## config.mk

```make
export PLATFORM = sky130hd
export DESIGN_NAME = otp_array_responder
export DESIGN_NICKNAME = d
export VERILOG_FILES = /design/src/rtl/otp_pkg.sv /design/src/rtl/otp_cell.sv /design/src/rtl/otp_array_responder.sv
export SDC_FILE = /design/constraint.sdc
export NUM_CORES = 1
export LEC_CHECK = 0
export ABC_AREA = 1
export CAP_MARGIN = 20
export CORE_MARGIN = 5
export CORE_UTILIZATION = 49
export DETAILED_ROUTE_END_ITERATION = 12
export MAX_ROUTING_LAYER = met4
export PLACE_DENSITY_LB_ADDON = 0.25
export SYNTH_ARGS = -nofsm -noshare
export SYNTH_HDL_FRONTEND = slang
export SYNTH_HIERARCHICAL = 1
export SYNTH_SLANG_ARGS = --single-unit
```

## constraint.sdc

```tcl
create_clock -name clk -period 1.6 [get_ports clk]
set_clock_uncertainty 0.2 [all_clocks]
set_input_delay 0.32 -clock clk [delete_from_list [all_inputs] [get_ports clk]]
set_output_delay 0.32 -clock clk [all_outputs]
set_load 0.1 [all_outputs]
```

## src/rtl/otp_pkg.sv

```systemverilog
// Shared state type and index helpers for the OTP array responder and its bit cells.
package otp_pkg;

    typedef enum logic [1:0] {
        IDLE  = 2'd0,
        PROG  = 2'd1,
        SENSE = 2'd2,
        ERR   = 2'd3
    } otp_state_e;

    // Column c owns two PL lines: even = program enable, odd = read precharge.
    function automatic int pl_prog(input int c);
        return 2 * c;
    endfunction

    function automatic int pl_rd(input int c);
        return 2 * c + 1;
    endfunction

    function automatic int cell_idx(input int r, input int c, input int num_cols);
        return r * num_cols + c;
    endfunction

    function automatic int cnt_width(input int n);
        return (n < 1) ? 1 : $clog2(n + 1);
    endfunction

endpackage

```

## src/rtl/otp_cell.sv

```systemverilog
// One OTP bit cell: fuse bit plus saturating consecutive-pulse counter.
// A masked cell keeps counting but its fuse never blows.
module otp_cell
    import otp_pkg::*;
#(
    parameter int PROG_CYCLES = 4
) (
    input  logic clk,
    input  logic reset,
    input  logic prog_sel,
    input  logic mask,
    output logic fuse,
    output logic fuse_next
);

    localparam int CW = cnt_width(PROG_CYCLES);
    localparam logic [CW-1:0] CNT_MAX = CW'(PROG_CYCLES);

    logic [CW-1:0] cnt;
    logic [CW-1:0] cnt_next;

    // Any cycle without a pulse on this cell restarts the count.
    always_comb begin
        cnt_next = '0;
        if (prog_sel) begin
            cnt_next = (cnt == CNT_MAX) ? cnt : cnt + 1'b1;
        end
        fuse_next = fuse | (prog_sel && (cnt_next == CNT_MAX) && !mask);
    end

    always_ff @(posedge clk or posedge reset) begin
        if (reset) begin
            cnt  <= '0;
            fuse <= 1'b0;
        end else begin
            cnt  <= cnt_next;
            fuse <= fuse_next;
        end
    end

endmodule

```

## src/rtl/otp_array_responder.sv

```systemverilog
// OTP bit-cell array plus sense path, driven by the OTP controller's PL/BL/WLN/WLP drive.
// Define OTP_FAULT_INJ_EN to add the fault_mask port (masked cells never blow).
module otp_array_responder
    import otp_pkg::*;
#(
    parameter int A           = 2,
    parameter int B           = 2,
    parameter int PROG_CYCLES = 4,
    parameter int READ_LAT    = 2
) (
    input  logic           clk,
    input  logic           reset,
    input  logic [2*B-1:0] PL,
    input  logic [B-1:0]   BL,
    input  logic [A-1:0]   WLN,
    input  logic [A-1:0]   WLP,
    input  logic           read_active,
`ifdef OTP_FAULT_INJ_EN
    input  logic [A*B-1:0] fault_mask,
`endif
    output logic           writing_successful,
    output logic           output_read_circuit,
    output logic           access_err
);

    otp_state_e state, state_next;

    logic [2*B-1:0] pl_prog_exp, pl_rd_exp;
    logic [A*B-1:0] prog_sel, rd_sel, fuse, fuse_next, cell_mask;
    logic           any_drive, legal_prog, legal_read, illegal;
    logic           eff_prog, eff_read, ws_next, rd_bit, out_q;

`ifdef OTP_FAULT_INJ_EN
    assign cell_mask = fault_mask;
`else
    assign cell_mask = '0;
`endif

    // Expected PL pattern for the column picked by BL; only meaningful when BL is one-hot.
    always_comb begin
        pl_prog_exp = '0;
        pl_rd_exp   = '0;
        for (int c = 0; c < B; c++) begin
            pl_prog_exp[pl_prog(c)] = BL[c];
            pl_rd_exp[pl_rd(c)]     = BL[c];
        end
    end

    assign any_drive  = |{PL, BL, WLN, WLP, read_active};
    assign legal_prog = $onehot(BL) && (PL == pl_prog_exp) && (WLN == '0)
                        && !read_active && (WLP != '0);
    assign legal_read = $onehot(BL) && (PL == pl_rd_exp) && $onehot(WLN)
                        && (WLP == '0) && read_active;
    assign illegal    = any_drive && !legal_prog && !legal_read;
    assign eff_prog   = legal_prog && (state != ERR);
    assign eff_read   = legal_read && (state != ERR);

    for (genvar r = 0; r < A; r++) begin : g_row
        for (genvar c = 0; c < B; c++) begin : g_col
            localparam int IDX = cell_idx(r, c, B);
            assign prog_sel[IDX] = eff_prog & BL[c] & WLP[r];
            assign rd_sel[IDX]   = BL[c] & WLN[r];
            otp_cell #(.PROG_CYCLES(PROG_CYCLES)) u_cell (
                .clk       (clk),
                .reset     (reset),
                .prog_sel  (prog_sel[IDX]),
                .mask      (cell_mask[IDX]),
                .fuse      (fuse[IDX]),
                .fuse_next (fuse_next[IDX])
            );
        end
    end

    // Success includes cells blowing this cycle; reads see the pre-update fuse.
    assign ws_next = eff_prog && ((prog_sel & ~fuse_next) == '0);
    assign rd_bit  = |(fuse & rd_sel);

    always_comb begin
        state_next = state;
        case (state)
            ERR: begin
                if (!any_drive) state_next = IDLE;
            end
            default: begin
                if (!any_drive)      state_next = IDLE;
                else if (legal_prog) state_next = PROG;
                else if (legal_read) state_next = SENSE;
                else                 state_next = ERR;
            end
        endcase
    end

    always_ff @(posedge clk or posedge reset) begin
        if (reset) begin
            state              <= IDLE;
            writing_successful <= 1'b0;
            access_err         <= 1'b0;
        end else begin
            state              <= state_next;
            writing_successful <= ws_next;
            access_err         <= access_err | illegal;
        end
    end

    // Sense pipe: the output stage only reloads when a valid sample reaches it.
    if (READ_LAT == 1) begin : g_lat1
        always_ff @(posedge clk or posedge reset) begin
            if (reset)         out_q <= 1'b0;
            else if (eff_read) out_q <= rd_bit;
        end
    end else begin : g_latn
        logic [READ_LAT-2:0] pipe_v, pipe_d;
        logic [READ_LAT-1:0] chain_v, chain_d;

        assign chain_v = {pipe_v, eff_read};
        assign chain_d = {pipe_d, rd_bit};

        always_ff @(posedge clk or posedge reset) begin
            if (reset) begin
                pipe_v <= '0;
                pipe_d <= '0;
                out_q  <= 1'b0;
            end else begin
                pipe_v <= chain_v[READ_LAT-2:0];
                pipe_d <= chain_d[READ_LAT-2:0];
                if (chain_v[READ_LAT-1]) out_q <= chain_d[READ_LAT-1];
            end
        end
    end

    assign output_read_circuit = out_q;

endmodule
```

==> results.yml, run 1 <==
detailed_routing:
  first_iter_violations: 53
  wl_met2_mm: 2.02
  routed.top_layer: "met4"
  drtAntennaViolNets: 0
  routed_wl_mm: 3.70
  detail_route.wl_per_cell_um: 13.9
  drc: 0
  vias: 1326
  wl_met1_mm: 1.42
  wl_met3_um: 154
  viasPerCell: 5.00
  drt_pass1_iterations: 4
placed_design:
  port-buffer-count: 15
  gp_congestion: 0.900
  placed_cells: 242
  dp_hpwl_mm: 2.59
critical_path:
  cp.arrival_ns: 2.08
  cp.depth: 18
  critical_path.slowest_cell: "ha_4"
  crit_chain: "buf_12 > inv_12 > ha_4 > inv_2 > nor2_2 > nand2_2 > nor2_4 > nand3_4 > nor2_2 > inv_2 > nor2_4 > nand2_1 > inv_2 > nor2_2 > nand3_2 > nand2_2 > o31ai_2 > nor2_1"
  crit_family: "simple AND/OR/NAND/NOR gates"
  rrSetupSlack_ns: -0.30
  crit_path_end: "writing_successful$_DFF_PP0_"
  r2r-start: "state[0]$_DFFE_PP0P_"
  max_stage_delay_ns: 0.25
  rr_worst_depth: 12
  crit_path_end_kind: "register"
  cp-start-kind: "input pin"
  reg2reg_to: "writing_successful$_DFF_PP0_"
  path_max_fanout: 3
  cp_data_required_time_ns: 1.61
  crit_type: "input pin to register"
  crit_path_start: "BL[0]"
  path_buf_inv: 5
grt:
  grt_first_pass_wirelength_mm: 6.18
  first_global_vias: 1419
  grt_overflow_total: 0
  track_usage_pct: 20.2
  grt_max_degree: 14
  antenna_found_initial: 0
timing:
  fin_crit_sh_pct: 129
  rsz0062_at_grt: "true"
  whs_ns: 0.0854
  period_needed_ns: 2.07
  layout_setup_ws_ns: -0.470
  finalSetupViolations: 10
  fin_setup_tns_ns: -1.92
  clock.fmax_ghz: 0.483
  finalHoldViolCount: 0
  slew_violations: 0
power_and_ir_drop:
  p_leak_nw: 1.05
  p_sw_share_pct: 26.8
  p_seq_share_pct: 56.4
  p_total_mw: 1.04
  power_switching_mw: 0.278
  irDropWorstVdd_mv: 0.465
  p_per_area_nw_per_um2: 505
  clockPowerShare_pct: 27.2
  comb_power_share_pct: 16.4
  internal-power_mw: 0.758
final_layout:
  fin_nets: 258
  num_antenna_cells: 0
  register_area_um2: 576
  final_util_pct: 76.3
  area_growth_pct: 53.3
  multi_input_area_um2: 739
  drive_gt1_share_pct: 39.3
  fin_cells: 265
  fillers: 186
logic_synthesis:
  seq_area_frac_synth_pct: 43.0
  yosysWarnings: 6
  syn_area_per_cell_um2: 7.60
  ys_seq_elements: 23
  synth_cell_type_count: 21
  syn_area_um2: 1340
  syn_inst: 176
floorplanning:
  die_area_um2: 3870
  die_h_um: 62.2
  ioPinCount: 16
  start_util_pct: 49.8
  dieWidth_um: 62.2
  core-area_um2: 2690
  std_cell_rows: 19
run_status:
  outcome: "complete, but fails checks"
  violations: "negative setup slack"
clocking:
  clk_pin_slew_ns: 0.14
  numCtsBuffers: 3
  clk_latency_ns: 0.33
  cts_num_sinks: 23
  cts-root-buf: "clkbuf_4"
  clockBufferDepth: 2
  cts_tree: "done"
  hold_buffers: 0
  htreeDepth: 1
hold_path:
  hp-class: "input pin to async pin"
job:
  drv_cap: 0
-- layer usage --
layer	GRT usage, %	vias up
li1	-	641
met1	21.1	639
met2	37.0	35
met3	3.06	11
met4	8.94	0
met5	-	-
-- layout by cell type (no fill, tap or decap), types with 2 or more instances in the layout --
| master | count |
|---|---|
| buf_12 | 5 |
| buf_4 | 33 |
| buf_6 | 5 |
| clkbuf_4 | 3 |
| conb_1 | 4 |
| dfrtp_1 | 23 |
| dlygate4sd2_1 | 5 |
| ha_1 | 8 |
| ha_4 | 2 |
| inv_1 | 31 |
| inv_12 | 2 |
| inv_2 | 9 |
| inv_4 | 2 |
| nand2_1 | 31 |
| nand2_2 | 5 |
| nand3_1 | 16 |
| nand3_4 | 2 |
| nand4_1 | 2 |
| nor2_1 | 15 |
| nor2_2 | 7 |
| nor2_4 | 7 |
| o21ai_1 | 2 |
| o21ai_2 | 2 |
| xnor2_1 | 2 |
-- cell usage after synthesis, drive strengths merged --
library cell  instances  area [µm²]
nor2                 29         131
ha                   10         125
xnor2                 2        17.5
mux2                  1        11.3
or3                   1        6.26
dfrtp                23         576
a31o                  1        8.76
nand3b                1        7.51
nand3                19         100
o31ai                 1        7.51
conb                  1        3.75
nand2                36         140
o21ai                 5        25.0
nand4                 2        12.5
inv                  44         165
-- worst reg2reg max path: cells and delay by family (launching register included) --
kind,cells,cell delay (ns)
AO/OA/AOI/OAI,1,0.25
flip-flops,1,0.39
AND/OR/NAND/NOR,9,0.80
buffers and inverters,2,0.14
-- flip-flops by register name, summed over array words and instances, names as in the netlist --
name / cells
g_row.g_col.u_cell/cnt: 12
output_read_circuit: 1
g_latn.pipe_v: 1
g_latn.pipe_d: 1
g_row.g_col.u_cell/fuse: 4
writing_successful: 1
access_err: 1
state: 2
-- power groups by stage --
stage	clock (mW)	combinational, mW	sequential [mW]
final	0.282	0.170	0.584
after global routing	0.322	0.186	0.584
after CTS	0.282	0.157	0.584
after detailed placement	0	0.139	0.595
after global placement	0	0.135	0.595
after floorplan	0	0.0572	0.595
-- worst min-delay path by stage --
stage	slack, ns	startpoint	end	depth (start not counted)
detailed placement	0.28	g_latn.pipe_d$_DFF_PP0_	output_read_circuit$_DFFE_PP0P_	1
floorplan	-0.11	reset	g_row[0].g_col[0].u_cell/cnt[0]$_DFF_PP0_	1
CTS	0.11	reset	g_row[1].g_col[0].u_cell/fuse$_DFF_PP0_	2
global placement	0.27	g_latn.pipe_d$_DFF_PP0_	output_read_circuit$_DFFE_PP0P_	1
global route	0.1	reset	g_row[1].g_col[0].u_cell/fuse$_DFF_PP0_	2
finish	0.09	reset	g_row[1].g_col[0].u_cell/fuse$_DFF_PP0_	2
-- what timing repair did --
item	in CTS	in global routing
endpoints found under the setup margin	21	16
setup buffers	19	4
pin swaps	18	13
resized for setup	67	8
-- layout make-up --
cell class                 instances  area share, %
inverter                          44           9.52
sequential                        23           28.1
clock inverter                     1          0.244
multi-input combinational        112           36.1
clock buffer                       3           1.10
timing repair buffer              51           23.1
tap                               31           1.89
-- cells by family (layout without fill, tap and decap cells) --
kind of cell	count (synthesis)	in the layout	synth area share (%)
buffers and inverters	44	99	12.3
and+or+nand+nor	88	88	29.7
DFF	23	23	43.0
adders and majority gates	10	10	9.35
AOI/OAI and AO/OA	7	7	3.09
muxes	1	1	0.842
xor gates and xnor gates	2	2	1.31
other	1	4	0.280
-- stage by stage --
step | setup slack, ns | cell area (µm²)
after global placement | -1.35 | 1750
after CTS | -0.425 | 1990
after global routing | -0.615 | 2050
after floorplan | -0.480 | 1400
after detailed placement | -1.44 | 1750
final | -0.470 | 2050
Note: power is estimated with default switching activity, not from simulation.
==> inputs of run 2 (changes only) <==
--- a/config.mk
+++ b/config.mk
@@ -6,7 +6,7 @@
 export NUM_CORES = 1
 export LEC_CHECK = 0
 export ABC_AREA = 1
-export CAP_MARGIN = 20
+export CORE_ASPECT_RATIO = 2
 export CORE_MARGIN = 5
 export CORE_UTILIZATION = 49
 export DETAILED_ROUTE_END_ITERATION = 12
==> run 2 against run 1 <==
Compared with the run above: the run still ends with negative setup slack left; final cell count is 0.75% lower; total power up 7.7%; worst hold slack gained 0.099 ns; maximum frequency fell by 0.90%; critical path type unchanged; largest cell class unchanged; largest power group unchanged.
==> results.yml, run 2 (synthesis gave the netlist of run 1 again) <==
critical_path:
  critical_path.slowest_cell: "ha_4"
  crit_path_end_kind: "register"
  cp.arrival_ns: 2.10
  crit_family: "simple AND/OR/NAND/NOR gates"
  path_buf_inv: 4
  r2r-start: "state[0]$_DFFE_PP0P_"
  rrSetupSlack_ns: -0.30
  cp-start-kind: "input pin"
  crit_chain: "buf_12 > inv_12 > ha_4 > inv_2 > nor2_2 > nand2_2 > nor2_4 > nand3_4 > nor2_4 > inv_2 > nor2_4 > o21ai_2 > nor2_2 > nand3_1 > nand2_1 > nand3b_1 > nand3_1 > nor2_1"
  max_stage_delay_ns: 0.25
  path_max_fanout: 3
  crit_path_frequent_cell: "nor2_4"
  rr_worst_depth: 12
  reg2reg_to: "writing_successful$_DFF_PP0_"
  crit_type: "input pin to register"
  cp_data_required_time_ns: 1.61
grt:
  antenna_found_initial: 0
  first_global_vias: 1477
  grt_max_degree: 15
  grt_first_pass_wirelength_mm: 6.07
  grt_overflow_total: 0
  track_usage_pct: 21.3
detailed_routing:
  vias: 1310
  routed_wl_mm: 3.57
  drtAntennaViolNets: 0
  viasPerCell: 4.98
  drc: 0
  first_iter_violations: 23
  drt_pass1_iterations: 4
  detail_route.wl_per_cell_um: 13.6
run_status:
  violations: "negative setup slack"
  outcome: "complete, but fails checks"
final_layout:
  fillers: 182
  largest_reg_flops: 12
  drive_gt1_share_pct: 38.9
  area_growth_pct: 54.3
  fin_nets: 258
  final_area_um2: 2060
  fin_cells: 263
  final_cell_mix: "nand2_1 (32), inv_1 (32), buf_4 (28)"
  top_regs: "g_row.g_col.u_cell/cnt: 12 flops, g_row.g_col.u_cell/fuse: 4 flops, state: 2 flops"
  regMostFlops: "g_row.g_col.u_cell/cnt"
  num_antenna_cells: 0
floorplanning:
  dieWidth_um: 46.9
  die_area_um2: 3940
  core-area_um2: 2700
  die_h_um: 83.9
  std_cell_rows: 27
  ioPinCount: 16
  start_util_pct: 49.5
placed_design:
  port-buffer-count: 15
  gp_congestion: 0.935
  placed_cells: 241
  dpl_cell_area_um2: 1750
  dp_hpwl_mm: 2.69
timing:
  clock.fmax_ghz: 0.479
  finalSetupViolations: 9
  rsz0062_at_grt: "true"
  fin_crit_sh_pct: 131
  period_needed_ns: 2.09
  slew_violations: 0
  layout_setup_ws_ns: -0.488
  finalHoldViolCount: 0
clocking:
  clk_latency_ns: 0.27
  clockBufferDepth: 2
  cts_tree: "done"
  numCtsBuffers: 3
  clk_pin_slew_ns: 0.08
  cts_num_sinks: 23
  htreeDepth: 1
  cts-root-buf: "clkbuf_8"
power_and_ir_drop:
  p_per_area_nw_per_um2: 541
  p_leak_nw: 1.05
  irDropWorstVdd_mv: 0.636
job:
  drv_cap: 0
hold_path:
  hp-class: "input pin to async pin"
-- run 2: cell count changes in the layout (fill, tap and decap cells not counted), moves of 2 or more --
cell,change
buf_4,-5
buf_6,+3
clkbuf_2,+2
clkbuf_4,-3
clkbuf_8,+3
dlygate4sd2_1,+2
nor2_1,-3
nor2_2,+2
o21ai_2,+2
-- run 2: cell type report --
| cell class | instances | area, µm² | share of cell area, % |
|---|---|---|---|
| multi-input combinational | 112 | 728 | 35.3 |
| tap | 29 | 36.3 | 1.76 |
| sequential | 23 | 576 | 27.9 |
| timing repair buffer | 51 | 482 | 23.3 |
| clock buffer | 3 | 41.3 | 2.00 |
| inverter | 44 | 193 | 9.34 |
| clock inverter | 1 | 7.51 | 0.364 |
-- run 2: worst max-delay path by stage --
| stage | from | endpoint | slack (ns) | cells after the start |
|---|---|---|---|---|
| CTS | BL[1] | writing_successful$_DFF_PP0_ | -0.59 | 18 |
| detailed placement | BL[1] | writing_successful$_DFF_PP0_ | -1.39 | 19 |
| global placement | BL[1] | writing_successful$_DFF_PP0_ | -1.30 | 18 |
| floorplan | BL[1] | writing_successful$_DFF_PP0_ | -0.48 | 17 |
| global route | BL[1] | writing_successful$_DFF_PP0_ | -0.60 | 19 |
| finish | BL[1] | writing_successful$_DFF_PP0_ | -0.49 | 18 |
-- run 2: what timing repair did --
item                                    CTS  global route
buffers inserted                         22             8
resized for setup                        45            30
hold buffers                              0             0
endpoints found under the setup margin   21            19
pin swaps                                17            24
-- run 2: through the flow --
stage / hold slack, ns / power, mW / setup TNS, ns / worst slack (ns) / util (%)
2_1_floorplan: -0.114 / 0.652 / -2.05 / -0.480 / -
3_3_place_gp: 0.258 / 0.732 / -17.45 / -1.30 / 64.8
3_5_place_dp: 0.274 / 0.735 / -18.43 / -1.39 / 64.8
4_1_cts: 0.168 / 1.11 / -3.04 / -0.585 / 73.4
5_1_grt: 0.194 / 1.16 / -2.91 / -0.597 / 76.3
6_report: 0.184 / 1.12 / -1.94 / -0.488 / 76.3
-- run 2: report_power, final --
part	internal (mW)	switching [mW]
Combinational	0.0791	0.0823
Clock	0.177	0.195
Sequential	0.583	0.000359
-- run 2: layer usage --
metal  up-vias  GRT usage [%]  routed length, µm
li1        639              -                  -
met2        26           38.3               2160
met4         0           9.32                149
met5         -              -                  0
met3        15           2.59                106
met1       630           20.9               1150
